<file path="config.mk">
export PLATFORM = sky130hd
export DESIGN_NAME = ws2812b_rx
export DESIGN_NICKNAME = d
export VERILOG_FILES = /design/src/rtl/ws2812b_rx.sv
export SDC_FILE = /design/constraint.sdc
export NUM_CORES = 1
export LEC_CHECK = 0
export ABC_CLOCK_PERIOD_IN_PS = 8870
export CAP_MARGIN = 5
export CORE_ASPECT_RATIO = 1.75
export CORE_MARGIN = 5
export CORE_UTILIZATION = 40
export CTS_BUF_LIST = sky130_fd_sc_hd__clkbuf_8
export DETAILED_ROUTE_END_ITERATION = 6
export GPL_TIMING_DRIVEN = 0
export PLACE_DENSITY = 0.58
export SYNTH_ARGS = -nofsm -noshare
export SYNTH_HDL_FRONTEND = slang
export SYNTH_SLANG_ARGS = --single-unit
</file>
<file path="constraint.sdc">
create_clock -name clk -period 8.87 [get_ports clk]
set_clock_uncertainty 0.15 [all_clocks]
set_input_delay 1.774 -clock clk [delete_from_list [all_inputs] [get_ports clk]]
set_output_delay 1.774 -clock clk [all_outputs]
set_load 0.02 [all_outputs]
</file>
<file path="src/rtl/ws2812b_rx.sv">
// WS2812B line receiver: synchronises the serial line, classifies pulse widths into bits,
// assembles 24-bit GRB pixels, tracks frames and queues pixels behind a register bus.
`ifndef CLK_FREQ
`define CLK_FREQ 50000000
`endif

module ws2812b_rx #(
    parameter int unsigned FIFO_DEPTH = 8
) (
    input  logic        clk,
    input  logic        rst_n,
    input  logic [7:0]  address,
    input  logic [31:0] write_data,
    output logic [31:0] read_data,
    input  logic        we,
    input  logic        re,
    input  logic        ws_in
);

    localparam int unsigned ClkPeriodNs = 1000000000 / `CLK_FREQ;
    localparam int unsigned TMinCyc     = (100 + ClkPeriodNs - 1) / ClkPeriodNs;
    localparam int unsigned TThreshCyc  = (625 + ClkPeriodNs - 1) / ClkPeriodNs;
    localparam int unsigned THMaxCyc    = (5000 + ClkPeriodNs - 1) / ClkPeriodNs;
    localparam int unsigned TRstDetCyc  = (25000 + ClkPeriodNs - 1) / ClkPeriodNs;

    localparam logic [15:0] TMin     = 16'(TMinCyc);
    localparam logic [15:0] TThresh  = 16'(TThreshCyc);
    localparam logic [15:0] THMax    = 16'(THMaxCyc);
    localparam logic [15:0] TRstDet  = 16'(TRstDetCyc);

    localparam int unsigned PtrW = (FIFO_DEPTH > 1) ? $clog2(FIFO_DEPTH) : 1;
    localparam int unsigned CntW = $clog2(FIFO_DEPTH + 1);

    localparam logic [7:0] AddrData     = 8'h00;
    localparam logic [7:0] AddrStatus   = 8'h04;
    localparam logic [7:0] AddrCtrl     = 8'h08;
    localparam logic [7:0] AddrFramePix = 8'h0C;

    typedef enum logic [1:0] {StSync, StIdle, StHigh, StLow} state_e;

    // ------------------------------------------------------------------
    // Line synchroniser and edge detection
    // ------------------------------------------------------------------
    logic ws_meta_q, ws_sync_q, ws_prev_q;
    logic rise_edge, fall_edge;

    always_ff @(posedge clk or negedge rst_n) begin
        if (!rst_n) begin
            ws_meta_q <= 1'b0;
            ws_sync_q <= 1'b0;
            ws_prev_q <= 1'b0;
        end else begin
            ws_meta_q <= ws_in;
            ws_sync_q <= ws_meta_q;
            ws_prev_q <= ws_sync_q;
        end
    end

    assign rise_edge = ws_sync_q & ~ws_prev_q;
    assign fall_edge = ~ws_sync_q & ws_prev_q;

    // ------------------------------------------------------------------
    // Register bus decode
    // ------------------------------------------------------------------
    logic wr_status, wr_ctrl, pop_req, flush;
    logic enable_q, enable_d;

    assign wr_status = we && (address == AddrStatus);
    assign wr_ctrl   = we && (address == AddrCtrl);
    assign flush     = wr_ctrl && write_data[1];

    logic unused_wdata;
    assign unused_wdata = ^write_data[31:5];

    // ------------------------------------------------------------------
    // Decoder FSM
    // ------------------------------------------------------------------
    state_e      state_q, state_d;
    logic [15:0] cnt_q, cnt_d;
    logic [23:0] shreg_q, shreg_d;
    logic [4:0]  bitcnt_q, bitcnt_d;
    logic [15:0] frame_pix_q, frame_pix_d;

    logic        bit_valid, bit_val, hi_err, eof, px_push;
    logic [23:0] px_data;

    always_ff @(posedge clk or negedge rst_n) begin
        if (!rst_n) begin
            state_q <= StSync;
        end else begin
            state_q <= state_d;
        end
    end

    always_comb begin
        state_d = state_q;
        if (!enable_q) begin
            state_d = StSync;
        end else begin
            unique case (state_q)
                StSync: if (!ws_sync_q && cnt_q >= TRstDet) state_d = StIdle;
                StIdle: if (rise_edge) state_d = StHigh;
                StHigh: begin
                    if (fall_edge) begin
                        state_d = (cnt_q < TMin) ? StSync : StLow;
                    end else if (cnt_q >= THMax) begin
                        state_d = StSync;
                    end
                end
                StLow: begin
                    if (rise_edge) begin
                        state_d = StHigh;
                    end else if (cnt_q >= TRstDet) begin
                        state_d = StIdle;
                    end
                end
                default: state_d = StSync;
            endcase
        end
    end

    always_comb begin
        bit_valid = 1'b0;
        hi_err    = 1'b0;
        eof       = 1'b0;
        bit_val   = (cnt_q >= TThresh);
        if (enable_q) begin
            unique case (state_q)
                StHigh: begin
                    if (fall_edge) begin
                        bit_valid = (cnt_q >= TMin);
                        hi_err    = (cnt_q < TMin);
                    end else begin
                        hi_err    = (cnt_q >= THMax);
                    end
                end
                StLow:   eof = !rise_edge && (cnt_q >= TRstDet);
                default: ;
            endcase
        end
        px_push = bit_valid && (bitcnt_q == 5'd23);
        px_data = {shreg_q[22:0], bit_val};
    end

    // Counter restarts on every state change; in StSync the line must stay low throughout.
    always_comb begin
        cnt_d       = cnt_q;
        shreg_d     = shreg_q;
        bitcnt_d    = bitcnt_q;
        frame_pix_d = frame_pix_q;

        if (!enable_q || state_d != state_q || (state_q == StSync && ws_sync_q)) begin
            cnt_d = '0;
        end else if (cnt_q != 16'hFFFF) begin
            cnt_d = cnt_q + 16'd1;
        end

        if (!enable_q || state_q == StSync) begin
            shreg_d     = '0;
            bitcnt_d    = '0;
            frame_pix_d = '0;
        end else if (bit_valid) begin
            shreg_d = px_data;
            if (px_push) begin
                bitcnt_d = '0;
                if (frame_pix_q != 16'hFFFF) frame_pix_d = frame_pix_q + 16'd1;
            end else begin
                bitcnt_d = bitcnt_q + 5'd1;
            end
        end else if (eof) begin
            shreg_d     = '0;
            bitcnt_d    = '0;
            frame_pix_d = '0;
        end
    end

    always_ff @(posedge clk or negedge rst_n) begin
        if (!rst_n) begin
            cnt_q       <= '0;
            shreg_q     <= '0;
            bitcnt_q    <= '0;
            frame_pix_q <= '0;
        end else begin
            cnt_q       <= cnt_d;
            shreg_q     <= shreg_d;
            bitcnt_q    <= bitcnt_d;
            frame_pix_q <= frame_pix_d;
        end
    end

    // ------------------------------------------------------------------
    // Pixel FIFO
    // ------------------------------------------------------------------
    logic [23:0]     mem_q [FIFO_DEPTH];
    logic [PtrW-1:0] wr_ptr_q, wr_ptr_d, rd_ptr_q, rd_ptr_d;
    logic [CntW-1:0] count_q, count_d;
    logic            empty, full, do_push, do_pop, overflow_set;

    assign empty   = (count_q == '0);
    assign full    = (count_q == CntW'(FIFO_DEPTH));
    assign pop_req = re && (address == AddrData) && !empty;

    always_comb begin
        wr_ptr_d     = wr_ptr_q;
        rd_ptr_d     = rd_ptr_q;
        count_d      = count_q;
        do_pop       = 1'b0;
        do_push      = 1'b0;
        overflow_set = 1'b0;
        if (flush) begin
            wr_ptr_d = '0;
            rd_ptr_d = '0;
            count_d  = '0;
        end else begin
            do_pop       = pop_req;
            do_push      = px_push && (!full || pop_req);
            overflow_set = px_push && full && !pop_req;
            if (do_push) wr_ptr_d = wr_ptr_q + 1'b1;
            if (do_pop)  rd_ptr_d = rd_ptr_q + 1'b1;
            if (do_push && !do_pop) begin
                count_d = count_q + 1'b1;
            end else if (do_pop && !do_push) begin
                count_d = count_q - 1'b1;
            end
        end
    end

    always_ff @(posedge clk or negedge rst_n) begin
        if (!rst_n) begin
            wr_ptr_q <= '0;
            rd_ptr_q <= '0;
            count_q  <= '0;
        end else begin
            wr_ptr_q <= wr_ptr_d;
            rd_ptr_q <= rd_ptr_d;
            count_q  <= count_d;
        end
    end

    always_ff @(posedge clk) begin
        if (do_push) mem_q[wr_ptr_q] <= px_data;
    end

    // ------------------------------------------------------------------
    // Status / control registers
    // ------------------------------------------------------------------
    logic        overflow_q, overflow_d;
    logic        frame_done_q, frame_done_d;
    logic        bit_err_q, bit_err_d;
    logic [15:0] frame_pix_reg_q, frame_pix_reg_d;
    logic        set_bit_err, set_frame_done;

    assign set_bit_err    = hi_err || (eof && bitcnt_q != 5'd0);
    assign set_frame_done = eof && (frame_pix_q != 16'd0);

    // Sticky set takes priority over a write-1-to-clear in the same cycle.
    always_comb begin
        enable_d        = wr_ctrl ? write_data[0] : enable_q;
        overflow_d      = overflow_q;
        frame_done_d    = frame_done_q;
        bit_err_d       = bit_err_q;
        frame_pix_reg_d = set_frame_done ? frame_pix_q : frame_pix_reg_q;
        if (wr_status) begin
            if (write_data[2]) overflow_d   = 1'b0;
            if (write_data[3]) frame_done_d = 1'b0;
            if (write_data[4]) bit_err_d    = 1'b0;
        end
        if (overflow_set)   overflow_d   = 1'b1;
        if (set_frame_done) frame_done_d = 1'b1;
        if (set_bit_err)    bit_err_d    = 1'b1;
    end

    always_ff @(posedge clk or negedge rst_n) begin
        if (!rst_n) begin
            enable_q        <= 1'b0;
            overflow_q      <= 1'b0;
            frame_done_q    <= 1'b0;
            bit_err_q       <= 1'b0;
            frame_pix_reg_q <= '0;
        end else begin
            enable_q        <= enable_d;
            overflow_q      <= overflow_d;
            frame_done_q    <= frame_done_d;
            bit_err_q       <= bit_err_d;
            frame_pix_reg_q <= frame_pix_reg_d;
        end
    end

    // ------------------------------------------------------------------
    // Read mux
    // ------------------------------------------------------------------
    logic [4:0]  count_ext;
    logic        unused_count;
    logic [31:0] status;

    assign count_ext    = 5'(count_q);
    assign unused_count = count_ext[4];
    assign status       = {20'd0, count_ext[3:0], 3'd0, bit_err_q, frame_done_q, overflow_q,
                           full, empty};

    always_comb begin
        read_data = '0;
        case (address)
            AddrData:     read_data = empty ? 32'd0 : {8'd0, mem_q[rd_ptr_q]};
            AddrStatus:   read_data = status;
            AddrCtrl:     read_data = {31'd0, enable_q};
            AddrFramePix: read_data = {16'd0, frame_pix_reg_q};
            default:      read_data = '0;
        endcase
    end

endmodule

</file>
After elaboration in Yosys (flattened, before gate mapping). Memory sizes are Yosys's and may differ from the RTL's. Index checks and enable logic that the tools add are counted.

Bits of input ports: 45. Logic and storage cells: 147. Memories: 1. Memory bits (writable): 192. Bits in registers: 95.

Memory list: mem_q (words 8, width 24, read ports 1, clocked after Yosys merged registers in 0, write ports 1, line 194) `logic [23:0] mem_q [FIFO_DEPTH];`.

Bitwise operators: 4. Mux-type cells: 53. Equal/unequal tests: 13. Magnitude comparators: 5. Reduce and logical (&&, ||, !) cells: 48. Add/sub/neg operators: 7.

Operators by type and width (count): 32-bit one-hot mux with 4 select lines (1); 16-bit 2-to-1 mux (7); 23-bit 2-to-1 mux (3); 16-bit by 1-bit adder with 16-bit output, second input constant (2); 16-bit inequality test, second input constant (2); 24-bit 2-to-1 mux (1); 1-bit 2-to-1 mux (21); 5-bit 2-to-1 mux (4); 2-bit nonzero test (9); 8-bit by 4-bit == test with 1-bit output, second input constant (2); 16-bit by 11-bit greater-or-equal comparator with 1-bit output, second input constant (1); 16-bit by 3-bit greater-or-equal comparator with 1-bit output, second input constant (1); 16-bit by 6-bit greater-or-equal comparator with 1-bit output, second input constant (1); 16-bit by 8-bit greater-or-equal comparator with 1-bit output, second input constant (1); 1-bit logical AND (16); 16-bit by 3-bit less-than comparator with 1-bit output, second input constant (1); 2-bit 2-to-1 mux (8); 16-bit nonzero test (1); 3-bit 2-to-1 mux (4); 4-bit 2-to-1 mux (3); 8-bit by 3-bit == test with 1-bit output, second input constant (1); 8-bit zero test (1); 2-bit one-hot mux with 4 select lines (1); 1-bit zero test (7); other kinds (19) (31).

Logic depth before layout (Yosys ltp). Gate-level depths: netlist of the first run.

Depth in word-level cells: 12. Depth in mapped cells: 13. Depth with buffers taken out: 12.

Least setup slack after synthesis of the first run. Ideal clock, no wire load.

Path kind: input port to output port. Start point: input address[7]. End point: output read_data[10]. Arrival time: 3.530 ns. Slack: 3.416 ns. Buffers on the path: 2. Cell stages on the path: 6. Data required time: 6.946 ns. Cells stage by stage: nor4_2 nand2_1 or4b_1 clkbuf_1 clkbuf_1 o21ai_0.

Longest elaborated chain between the ends: 2. Elaborated cells on any way between the ends: 5. Those cells by class: 3 x eq/ne; 1 x mux; 1 x reduce/logical.

Ends and longest elaborated chain: start, declared (line 12) `input logic [7:0] address,`; 8-bit by 4-bit == test with 1-bit output, or another cell as far along (line 303) `case (address)`; 32-bit one-hot mux with 4 select lines * (line 303); end, declared (line 14) `output logic [31:0] read_data,`.

Mark *: on every way between the ends. The rest lies on a longest branch, timed or not.

Worst setup path after layout of the first run.
Start point: input address[7]. End point: output read_data[14].

Same word-level chain as after synthesis.

==> out/qor.csv, run 1 <==
stage,metric,value,unit
status,status,"complete, no violations",
floorplanning,num_rows,85,
sta,relSlewSlack,0.312,
critical_path,critical_path_arrival,4.87,ns
pwr,leakagePower,5.04,nW
critical_path,path_delay_family,buffers and inverters,
run,max_cap_viol_count,0,
sta,holdWs,0.230,ns
global_route,antenna_found_initial,1,
final_layout,final_cell_count_no_fill,1352,
clock_network,cts_setup_buffers,0,
placement,dp_hpwl,19800,um
placement,place_ws,2.06,ns
global_route,grt_first_pass_wirelength,45900,um
floorplanning,start_util,0.404,
sta,worst_pin_slew,1.03,ns
logic_synthesis,ys_warn_count,0,
final_layout,nets,987,
critical_path,cp_num_buf_inv,4,
logic_synthesis,synth_cells,829,
clock_network,hold_buffers,0,
placement,numPortBuffers,41,
floorplanning,die_w,143,um
final_layout,final_area,14400,um2
clock_network,cts_tree,built,
final_layout,multi_input_area,3980,um2
clock_network,post_cts_resized,0,
detailed_routing,avgRoutedWirePerCell,21.8,um
clock_network,cts-root-buf,clkbuf_8,
detailed_routing,routed_wl,29500,um
global_route,grt_pass1_vias,7782,
logic_synthesis,synth.distinct_cells,67,
sta,slew_violations,0,
final_layout,regArea,8140,um2
sta,hold_viol,0,
final_layout,drive_above_1_share,0.174,
final_layout,final_common_cell,edfxtp_1,
logic_synthesis,synth-seq-area-share,0.656,
clock_network,clk_latency,0.58,ns
clock_network,clk_pin_slew,0.07,ns
final_layout,post-route-util,0.468,
clock_network,clock_sinks,287,
logic_synthesis,async_reset_ff_frac,0.331,
sta,finalCritPeriodShare,0.766,
clock_network,cts.htree.levels,2,
critical_path,cp-start-kind,input pin,
sta,tns,0,ns
sta,finalSetupViolations,0,
logic_synthesis,yosys_register_bits,287,
detailed_routing,drtPass1Iterations,5,
sta,rsz0062_at_grt,false,
min_path,worst_hold_path_type,register to register,
final_layout,syn_to_final_growth,15.9,%
logic_synthesis,synth_edf_count,192,
placement,place_congestion,0.845,
critical_path,crit_chain,"clkdlybuf4s50_1, nor4_2, nand2_1, or4b_1, clkbuf_1, clkbuf_1, o21ai_0, clkdlybuf4s50_1",
critical_path,reg2reg_slack,4.91,ns
critical_path,max_stage_delay,0.69,ns
clock_network,ctsLongestPathBuffers,3,
detailed_routing,drt_iter0_markers,482,
logic_synthesis,avgSynthCellArea,15.0,um2
global_route,grt_start_max_net_pins,49,
placement,place_area,13600,um2
critical_path,slowest_stage,clkdlybuf4s50_1,
sta,worst_slack,2.07,ns
global_route,grt_usage,0.173,
floorplanning,chipHeight,243,um
clock_network,cts-buffers-inserted,41,
pwr,ir_worst_vdd,0.145,mV
detailed_routing,vias,7545,
global_route,overflow,0,
sta,min_period,6.80,ns
final_layout,final_cell_mix,"edfxtp_1 (192), dfrtp_1 (95), nand2_1 (49)",
pwr,total_power,2.52,mW
floorplanning,die_area,34800,um2
logic_synthesis,syn-cell-area,12400,um2
detailed_routing,remaining_drc_errors,0,
detailed_routing,detail-route-antenna-nets,0,
detailed_routing,vias_per_cell,5.58,
logic_synthesis,ys_dominant_reg_cell,edfxtp_1,
floorplanning,ios,77,
floorplanning,core,30700,um2
sta,fmax,147,MHz
critical_path,critical_path_required,6.95,ns
pwr,p_per_area,175,nW/um2
final_layout,fillers,2710,
critical_path,worst-setup-path-type,input pin to output port,
critical_path,endpoint_kind,output port,
placement,placed_cells,1278,
critical_path,cp_max_fo,10,
==> synthesized netlist by cell type (all sizes together), types with 3 or more instances <==
cell	n	area share
and4	7	0.0049
a31oi	5	0.0025
o31ai	5	0.0030
o21ai	50	0.020
nand2b	6	0.0030
xor2	6	0.0042
or3	5	0.0025
clkbuf	25	0.0076
a22o	23	0.016
and2	5	0.0025
o211ai	7	0.0042
a21oi	15	0.0063
nand3	19	0.0077
nor4b	3	0.0021
o221ai	5	0.0035
inv	24	0.0073
edfxtp	192	0.46
nand2	49	0.015
ha	11	0.011
a21o	3	0.0018
and3	5	0.0025
o2111ai	3	0.0026
or4	10	0.0063
buf	26	0.015
a211oi	4	0.0024
a22oi	8	0.0048
nor4	11	0.0083
nor3	15	0.0060
mux2i	35	0.028
mux4	48	0.087
nand4	17	0.0086
mux2	6	0.0054
xnor2	7	0.0049
nor2	42	0.013
nor2b	6	0.0036
dfrtp	95	0.19
==> metal layers <==
layer,GRT usage,part of all wire,vias to the layer above
li1,-,-,3441
met1,0.197,0.38,3860
met2,0.319,0.56,187
met3,0.0260,0.037,57
met4,0.0652,0.031,0
met5,0,0,-
==> cell type report <==
type	instances	area share
Clock buffer	47	0.0450
Buffer	51	0.0194
Tap cell	391	0.0340
Multi-Input combinational cell	474	0.277
Timing Repair Buffer	51	0.0407
Sequential cell	287	0.566
Antenna cell	1	0.000174
Inverter	24	0.00626
Clock inverter	26	0.0115
==> sequential cells by signal (all words and copies together) (netlist names), 2 cells and up <==
register	flops
frame_pix_q	16
frame_pix_reg_q	16
rd_ptr_q	3
state_q	2
wr_ptr_q	3
shreg_q	23
mem_q	192
count_q	4
bitcnt_q	5
cnt_q	16
==> logic make-up after synthesis <==
kind of cell | synth area share
AO/OA/AOI/OAI | 0.0798
XOR/XNOR | 0.00917
adder cells (fa/ha/maj) | 0.0127
buffers and inverters | 0.0297
flip-flops | 0.656
multiplexers | 0.121
other | 0.000302
AND/OR/NAND/NOR | 0.0916
==> path summary, 6_finish.rpt <==
| check | startpoint | endpoint | cells past startpoint |
|---|---|---|---|
| worst max-delay path | address[7] | read_data[14] | 8 |
| worst min-delay path | ws_meta_q$_DFF_PN0_ | ws_sync_q$_DFF_PN0_ | 0 |
| worst max register to register | cnt_q[1]$_DFFE_PN0P_ | count_q[3]$_DFFE_PN0P_ | 13 |
| worst min register to register | ws_meta_q$_DFF_PN0_ | ws_sync_q$_DFF_PN0_ | 0 |
| max in group asynchronous | rst_n | frame_pix_reg_q[9]$_DFFE_PN0P_ | 2 |
| min in group asynchronous | rst_n | shreg_q[22]$_DFFE_PN0P_ | 1 |
==> power by group <==
| group | switching (mW) | leakage, nW | internal [mW] |
|---|---|---|---|
| registers | 0.00374 | 3.08 | 1.42 |
| logic | 0.0266 | 1.51 | 0.0165 |
| clock network | 0.507 | 0.460 | 0.544 |
| total | 0.538 | 5.04 | 1.98 |
Power figures use the tool's default switching activity.
==> run 2, diff against run 1 <==
--- a/config.mk
+++ b/config.mk
@@ -5,7 +5,7 @@
 export SDC_FILE = /design/constraint.sdc
 export NUM_CORES = 1
 export LEC_CHECK = 0
-export ABC_CLOCK_PERIOD_IN_PS = 8870
+export ABC_CLOCK_PERIOD_IN_PS = 5700
 export CAP_MARGIN = 5
 export CORE_ASPECT_RATIO = 1.75
 export CORE_MARGIN = 5
@@ -13,7 +13,7 @@
 export CTS_BUF_LIST = sky130_fd_sc_hd__clkbuf_8
 export DETAILED_ROUTE_END_ITERATION = 6
 export GPL_TIMING_DRIVEN = 0
-export PLACE_DENSITY = 0.58
+export PLACE_DENSITY = 0.61
 export SYNTH_ARGS = -nofsm -noshare
 export SYNTH_HDL_FRONTEND = slang
 export SYNTH_SLANG_ARGS = --single-unit
==> constraint.sdc (replaced) <==
create_clock -name clk -period 5.7 [get_ports clk]
set_clock_uncertainty 0.15 [all_clocks]
set_input_delay 1.14 -clock clk [delete_from_list [all_inputs] [get_ports clk]]
set_output_delay 1.14 -clock clk [all_outputs]
set_load 0.02 [all_outputs]
==> run 2 against run 1 <==
Against the previous run: cell area is 0.19% higher; routed wire length is 0.73% lower; combinational power rose by 55%; first-iteration DRC count shrank 21%; final cell count rose by 0.15%; critical endpoint is now read_data[8]; core utilization rose by 0.089 points; sequential share of layout area decreased by 0.11 points; sequential power grew 56%.
==> out/qor.csv, run 2 (synthesized netlist as in run 1, its figures left out) <==
stage,metric,value,unit,change
clock_network,cts-root-buf,clkbuf_8,,unchanged
final_layout,largestRegisters,"mem_q (192), shreg_q (23)",,unchanged
critical_path,crit_chain,"clkdlybuf4s50_1, nor4_2, and4_1, clkbuf_1, clkbuf_1, a22oi_1, o21ai_0, clkdlybuf4s50_1",,"was clkdlybuf4s50_1, nor4_2, nand2_1, or4b_1, clkbuf_1, clkbuf_1, o21ai_0, clkdlybuf4s50_1"
global_route,grt_pass1_vias,7743,,was 7782
clock_network,clk_latency,0.55,ns,was 0.58 ns
pwr,p_per_area,276,nW/um2,was 175 nW/um2
placement,dp_hpwl,19700,um,was 19800 um
sta,rsz0062_at_grt,false,,unchanged
run,max_cap_viol_count,0,,unchanged
sta,relSlewSlack,0.332,,was 0.312
pwr,leakagePower,5.06,nW,was 5.04 nW
final_layout,final_cell_mix,"edfxtp_1 (192), dfrtp_1 (95), clkbuf_8 (52)",,"was edfxtp_1 (192), dfrtp_1 (95), nand2_1 (49)"
floorplanning,chipHeight,243,um,unchanged
critical_path,critical_path_arrival,4.19,ns,was 4.87 ns
critical_path,cp_max_fo,10,,unchanged
global_route,grt_start_max_net_pins,52,,was 49
detailed_routing,vias_per_cell,5.52,,was 5.58
sta,slew_violations,0,,unchanged
global_route,grt_first_pass_wirelength,45700,um,was 45900 um
critical_path,reg2reg_slack,1.78,ns,was 4.91 ns
min_path,min_to,ws_sync_q$_DFF_PN0_,,unchanged
critical_path,max_stage_delay,0.64,ns,was 0.69 ns
floorplanning,die_w,143,um,unchanged
sta,worst_pin_slew,1.00,ns,was 1.03 ns
final_layout,nets,986,,was 987
critical_path,slowest_stage,clkdlybuf4s50_1,,unchanged
detailed_routing,detail-route-antenna-nets,0,,unchanged
floorplanning,ios,77,,unchanged
pwr,pwr-share-clk,0.428,,was 0.418
pwr,comb_power_share,0.017,,about the same
detailed_routing,drt-met1-wl,11200,um,was 11100 um
sta,fmax,182,MHz,
critical_path,rr_worst_depth,8,,was 13
final_layout,final_common_cell,edfxtp_1,,unchanged
final_layout,post-route-util,0.469,,was 0.468
min_path,hold_depth,0,,unchanged
clock_network,cts_tree,built,,unchanged
sta,hold_viol,0,,unchanged
detailed_routing,wl_met3,1100,um,unchanged
clock_network,cts-buffers-inserted,42,,was 41
pwr,p_switching,0.830,mW,was 0.538 mW
clock_network,ctsLongestPathBuffers,3,,unchanged
min_path,min_from,ws_meta_q$_DFF_PN0_,,unchanged
critical_path,endpoint_kind,output port,,unchanged
floorplanning,die_area,34800,um2,unchanged
sta,finalCritPeriodShare,0.962,,
detailed_routing,wl_met2,15800,um,was 16400 um
detailed_routing,drt_iter0_markers,379,,was 482
detailed_routing,remaining_drc_errors,0,,unchanged
placement,place_congestion,0.862,,was 0.845
min_path,worst_hold_path_type,register to register,,unchanged
clock_network,hold_buffers,0,,unchanged
global_route,antenna_found_initial,1,,unchanged
clock_network,cts.htree.levels,2,,unchanged
pwr,ir_worst_vdd,0.186,mV,was 0.145 mV
global_route,grt_usage,0.172,,was 0.173
floorplanning,start_util,0.404,,unchanged
global_route,overflow,0,,unchanged
critical_path,r2r_end,mem_q[1][7]$_DFFE_PP_,,was count_q[3]$_DFFE_PN0P_
final_layout,largest-register,mem_q,,unchanged
detailed_routing,top_layer_used,met4,,unchanged
critical_path,critical_path_required,4.41,ns,was 6.95 ns
detailed_routing,avgRoutedWirePerCell,21.6,um,was 21.8 um
floorplanning,core,30700,um2,unchanged
pwr,total_power,3.98,mW,was 2.52 mW
clock_network,clock_sinks,287,,unchanged
critical_path,cp-start-kind,input pin,,unchanged
detailed_routing,vias,7474,,was 7545
final_layout,largest_reg_flops,192,,unchanged
sta,holdWs,0.221,ns,was 0.230 ns
status,status,"complete, no violations",,unchanged
critical_path,rr_startpoint,cnt_q[1]$_DFFE_PN0P_,,unchanged
clock_network,clk_pin_slew,0.06,ns,was 0.07 ns
final_layout,drive_above_1_share,0.177,,was 0.174
sta,finalSetupViolations,0,,unchanged
placement,numPortBuffers,41,,unchanged
pwr,seq_power_share,0.556,,was 0.565
critical_path,worst-setup-path-type,input pin to output port,,unchanged
pwr,p_int,3.15,mW,was 1.98 mW
detailed_routing,routed_wl,29300,um,was 29500 um
clock_network,post_cts_resized,0,,unchanged
pwr,switching_share,0.208,,was 0.214
floorplanning,num_rows,85,,unchanged
sta,min_period,5.48,ns,
clock_network,cts_setup_buffers,0,,unchanged
final_layout,syn_to_final_growth,16.1,%,was 15.9%
detailed_routing,drtPass1Iterations,5,,unchanged
[run 2: changes by cell type in the layout (fill, tap and decap cells not counted)]
cell        change
buf_16          -1
buf_6           -3
clkinvlp_4      -1
clkinv_1        -1
inv_6           +1
clkbuf_8        +5
buf_8           +1
buf_4           +1
[run 2: metal layers]
layer  vias to the layer above  track usage
met5                         -            0
met4                         0       0.0747
met3                        68       0.0230
met2                       168        0.313
met1                      3809        0.197
li1                       3429            -
[run 2: cell type report]
type | count | area (um2)
diodes | 1 | 2.50
plain buffers | 51 | 279
clock buffers | 52 | 716
clock inverters | 25 | 163
fillers | 2664 | 16300
inverters | 24 | 90.1
multi-input cells | 474 | 3980
flip-flops and latches | 287 | 8140
well taps | 391 | 489
repair buffers | 49 | 547
[run 2: power by group through the flow]
stage | clock network (mW) | registers, mW | logic, mW
CTS | 1.75 | 2.21 | 0.0685
global placement | 0 | 2.26 | 0.0650
global route | 1.84 | 2.21 | 0.0746
floorplan | 0 | 2.25 | 0.0306
detailed placement | 0 | 2.26 | 0.0681
finish | 1.70 | 2.21 | 0.0667
[run 2: per-stage QoR]
step	TNS, ns	instances	area, um2	worst slack [ns]
floorplan	0	836	12400	0.983
global placement	-141.43	1268	13300	-1.56
detailed placement	0	1276	13500	0.216
CTS	0	1353	14400	0.205
global route	0	1354	14400	0.0629
finish	0	1354	14400	0.219
[run 2: worst max-delay path by stage]
stage / endpoint / cells past startpoint / startpoint
floorplan: mem_q[0][0]$_DFFE_PP_ / 5 / address[7]
global placement: mem_q[0][14]$_DFFE_PP_ / 6 / address[7]
detailed placement: read_data[8] / 8 / address[7]
CTS: read_data[8] / 8 / address[7]
global route: read_data[8] / 8 / address[7]
finish: read_data[8] / 8 / address[7]
[run 2: worst max-delay path, delay by kind of cell]
family / cells / cell delay (ns)
buffers and inverters: 4 / 1.86
AND/OR/NAND/NOR: 2 / 0.77
AO/OA/AOI/OAI: 2 / 0.41
==> run 3, diff against run 2 <==
--- a/config.mk
+++ b/config.mk
@@ -5,6 +5,7 @@
 export SDC_FILE = /design/constraint.sdc
 export NUM_CORES = 1
 export LEC_CHECK = 0
+export ABC_AREA = 1
 export ABC_CLOCK_PERIOD_IN_PS = 5700
 export CAP_MARGIN = 5
 export CORE_ASPECT_RATIO = 1.75
==> run 3 against run 2 <==
Against the previous run: hold slack worse by 0.0066 ns; critical path type unchanged; sequential power about the same; largest power group unchanged; core utilization about the same; final cell count up 26%; first-iteration DRC count up 35%; die area up 1.7%.
==> out/qor.csv, run 3 <==
stage,metric,value,unit,change
global_route,grt_pass1_vias,9515,,was 7743
floorplanning,num_rows,86,,was 85
logic_synthesis,synth.largest_area_cell,edfxtp_1,,unchanged
sta,relSlewSlack,0.406,,was 0.332
detailed_routing,detail-route-antenna-nets,0,,unchanged
placement,numPortBuffers,41,,unchanged
global_route,met3_usage,0.0236,,was 0.0230
logic_synthesis,ys_dominant_reg_cell,edfxtp_1,,unchanged
logic_synthesis,synth_xor_area_frac,0.0173,,was 0.00917
logic_synthesis,ys_warn_count,0,,unchanged
detailed_routing,avgRoutedWirePerCell,19.6,um,was 21.6 um
logic_synthesis,synthTopCellsByArea,"edfxtp_1 (46%), dfrtp_1 (19%), o21ai_0 (4.9%)",,"was edfxtp_1 (46%), dfrtp_1 (19%), mux4_2 (8.7%)"
pwr,comb_power_share,0.082,,was 0.017
global_route,overflow,0,,unchanged
logic_synthesis,synth_cells,1171,,was 829
detailed_routing,vias_per_cell,5.41,,was 5.52
critical_path,cp_num_buf_inv,4,,unchanged
final_layout,largest_reg_flops,192,,unchanged
clock_network,clk_pin_slew,0.06,ns,about the same
sta,min_period,5.15,ns,was 5.48 ns
placement,placed_cells,1636,,was 1276
logic_synthesis,yosys.area_share.simple,0.158,,was 0.0916
critical_path,worst-setup-path-type,input pin to output port,,unchanged
clock_network,clock_sinks,287,,unchanged
global_route,met1_usage,0.204,,was 0.197
placement,place_congestion,0.893,,was 0.862
logic_synthesis,synth_top_family_by_area,simple AND/OR/NAND/NOR gates,,was multiplexers
sta,worst_pin_slew,0.887,ns,was 1.00 ns
final_layout,syn_to_final_growth,16.4,%,was 16.1%
logic_synthesis,synth-seq-area-share,0.644,,was 0.656
clock_network,post_cts_resized,0,,unchanged
floorplanning,die_w,144,um,was 143 um
critical_path,critical_path_arrival,3.86,ns,was 4.19 ns
critical_path,max_stage_delay,0.61,ns,was 0.64 ns
floorplanning,start_util,0.402,,was 0.404
pwr,ir_worst_vdd,0.207,mV,was 0.186 mV
critical_path,path_common_cell,nand2_1,,
logic_synthesis,ys_top_cells_by_count,"edfxtp_1 (192), nor2_1 (165), nand2_1 (132)",,"was edfxtp_1 (192), dfrtp_1 (95), nand2_1 (49)"
clock_network,cts.htree.levels,2,,unchanged
sta,finalCritPeriodShare,0.903,,was 0.962
critical_path,endpoint_kind,output port,,unchanged
detailed_routing,drt_iter0_markers,510,,was 379
global_route,grt_start_max_net_pins,53,,was 52
logic_synthesis,yosysTopAreaCellShare,0.456,,was 0.464
status,status,"complete, no violations",,unchanged
critical_path,path_delay_family,buffers and inverters,,unchanged
pwr,switching_share,0.241,,was 0.208
logic_synthesis,yosysMostFrequentCell,edfxtp_1,,unchanged
pwr,p_int,3.22,mW,was 3.15 mW
final_layout,largestRegisters,"mem_q (192), shreg_q (23)",,unchanged
run,max_cap_viol_count,0,,unchanged
clock_network,cts_tree,built,,unchanged
detailed_routing,drtPass1Iterations,7,,was 5
clock_network,clk_latency,0.55,ns,about the same
logic_synthesis,synth_compound_area_frac,0.115,,was 0.0798
final_layout,final_cell_count_no_fill,1711,,was 1354
pwr,p_switching,1.02,mW,was 0.830 mW
critical_path,cp_max_fo,10,,unchanged
final_layout,largest-register,mem_q,,unchanged
sta,rsz0062_at_grt,false,,unchanged
logic_synthesis,synth.distinct_cells,44,,was 67
pwr,pwr-share-clk,0.394,,was 0.428
pwr,seq_power_share,0.524,,was 0.556
global_route,busiest_layer,met2,,unchanged
placement,dp_hpwl,24400,um,was 19700 um
detailed_routing,routed_wl,33500,um,was 29300 um
floorplanning,chipHeight,245,um,was 243 um
floorplanning,core,31400,um2,was 30700 um2
clock_network,ctsLongestPathBuffers,3,,unchanged
detailed_routing,remaining_drc_errors,0,,unchanged
global_route,grt_usage,0.192,,was 0.172
critical_path,crit_chain,"clkdlybuf4s50_1, nor2_1, nand2_1, nor2_2, nand2_1, inv_1, buf_1, nand3_1, nand2_1, clkdlybuf4s50_1",,"was clkdlybuf4s50_1, nor4_2, and4_1, clkbuf_1, clkbuf_1, a22oi_1, o21ai_0, clkdlybuf4s50_1"
logic_synthesis,avgSynthCellArea,10.8,um2,was 15.0 um2
clock_network,hold_buffers,0,,unchanged
floorplanning,ios,77,,unchanged
sta,worst_slack,0.550,ns,was 0.219 ns
logic_synthesis,yosys_register_bits,287,,unchanged
min_path,worst_hold_path_type,register to register,,unchanged
critical_path,slowest_stage,clkdlybuf4s50_1,,unchanged
pwr,leakagePower,6.02,nW,was 5.06 nW
logic_synthesis,syn-cell-area,12600,um2,was 12400 um2
final_layout,nets,1339,,was 986
sta,finalSetupViolations,0,,unchanged
sta,slew_violations,0,,unchanged
final_layout,drive_above_1_share,0.110,,was 0.177
critical_path,critical_path_required,4.41,ns,about the same
pwr,p_per_area,288,nW/um2,was 276 nW/um2
detailed_routing,vias,9249,,was 7474
sta,fmax,194,MHz,was 182 MHz
global_route,antenna_found_initial,1,,unchanged
sta,hold_viol,0,,unchanged
sta,tns,0,ns,unchanged
logic_synthesis,muxShareOfSynthArea,0,,was 0.121
critical_path,cp-start-kind,input pin,,unchanged
placement,place_ws,0.496,ns,was 0.216 ns
clock_network,cts-buffers-inserted,40,,was 42
floorplanning,die_area,35400,um2,was 34800 um2
global_route,grt_first_pass_wirelength,52000,um,was 45700 um
final_layout,final_common_cell,edfxtp_1,,unchanged
final_layout,final_cell_mix,"edfxtp_1 (192), nor2_1 (165), nand2_1 (132)",,"was edfxtp_1 (192), dfrtp_1 (95), clkbuf_8 (52)"
logic_synthesis,synth_edf_count,192,,unchanged
clock_network,cts_setup_buffers,0,,unchanged
logic_synthesis,synth_adder_area_share,0.0125,,was 0.0127
clock_network,cts-root-buf,clkbuf_8,,unchanged
logic_synthesis,async_reset_ff_frac,0.331,,unchanged
global_route,grt_util_met2,0.364,,was 0.313
[run 3: logic make-up after synthesis]
| group | count (synthesis) |
|---|---|
| compound gates | 236 |
| xor+xnor | 25 |
| fa+ha+maj | 12 |
| buf+inv | 157 |
| flops | 287 |
| other cells | 1 |
| simple gates | 453 |
[run 3: final cells by class]
cell class / instances / area, um2
Clock buffer: 47 / 647
Timing Repair Buffer: 62 / 668
Buffer: 66 / 333
Sequential cell: 287 / 8140
Multi-Input combinational cell: 734 / 3890
Inverter: 91 / 342
Tap cell: 396 / 495
Antenna cell: 1 / 2.50
Clock inverter: 27 / 198
Fill cell: 2912 / 16700
[run 3: worst paths after layout]
kind | from | end | slack, ns | cells past startpoint
max in group asynchronous | rst_n | cnt_q[9]$_DFFE_PN0P_ | 4.19 | 2
min in group asynchronous | rst_n | frame_pix_q[4]$_DFFE_PN0P_ | 0.49 | 1
min | ws_meta_q$_DFF_PN0_ | ws_sync_q$_DFF_PN0_ | 0.21 | 0
max reg2reg | cnt_q[0]$_DFFE_PN0P_ | mem_q[6][14]$_DFFE_PP_ | 2.27 | 13
min reg2reg | ws_meta_q$_DFF_PN0_ | ws_sync_q$_DFF_PN0_ | 0.21 | 0
max | address[1] | read_data[14] | 0.55 | 10
[run 3: per-layer routing]
layer | vias up | wire length, um
met5 | - | 0
met1 | 4477 | 11800
met4 | 0 | 1610
li1 | 4353 | -
met3 | 103 | 1480
met2 | 316 | 18700
[run 3: stage by stage]
stage	instance area, um2	hold slack (ns)	total power [mW]	util
6_report	14700	0.215	4.24	0.468
5_1_grt	14700	0.235	4.40	0.468
4_1_cts	14700	0.223	4.27	0.468
3_5_place_dp	13900	0.209	2.61	0.442
3_3_place_gp	13600	0.213	2.60	0.432
2_1_floorplan	12700	0.181	2.48	-
[run 3: power by group through the flow]
stage	Sequential (mW)	Combinational (mW)	Clock, mW
final	2.22	0.348	1.67
after CTS	2.22	0.350	1.70
after detailed placement	2.26	0.348	0
after global routing	2.22	0.385	1.80
after global placement	2.26	0.340	0
after floorplan	2.26	0.216	0
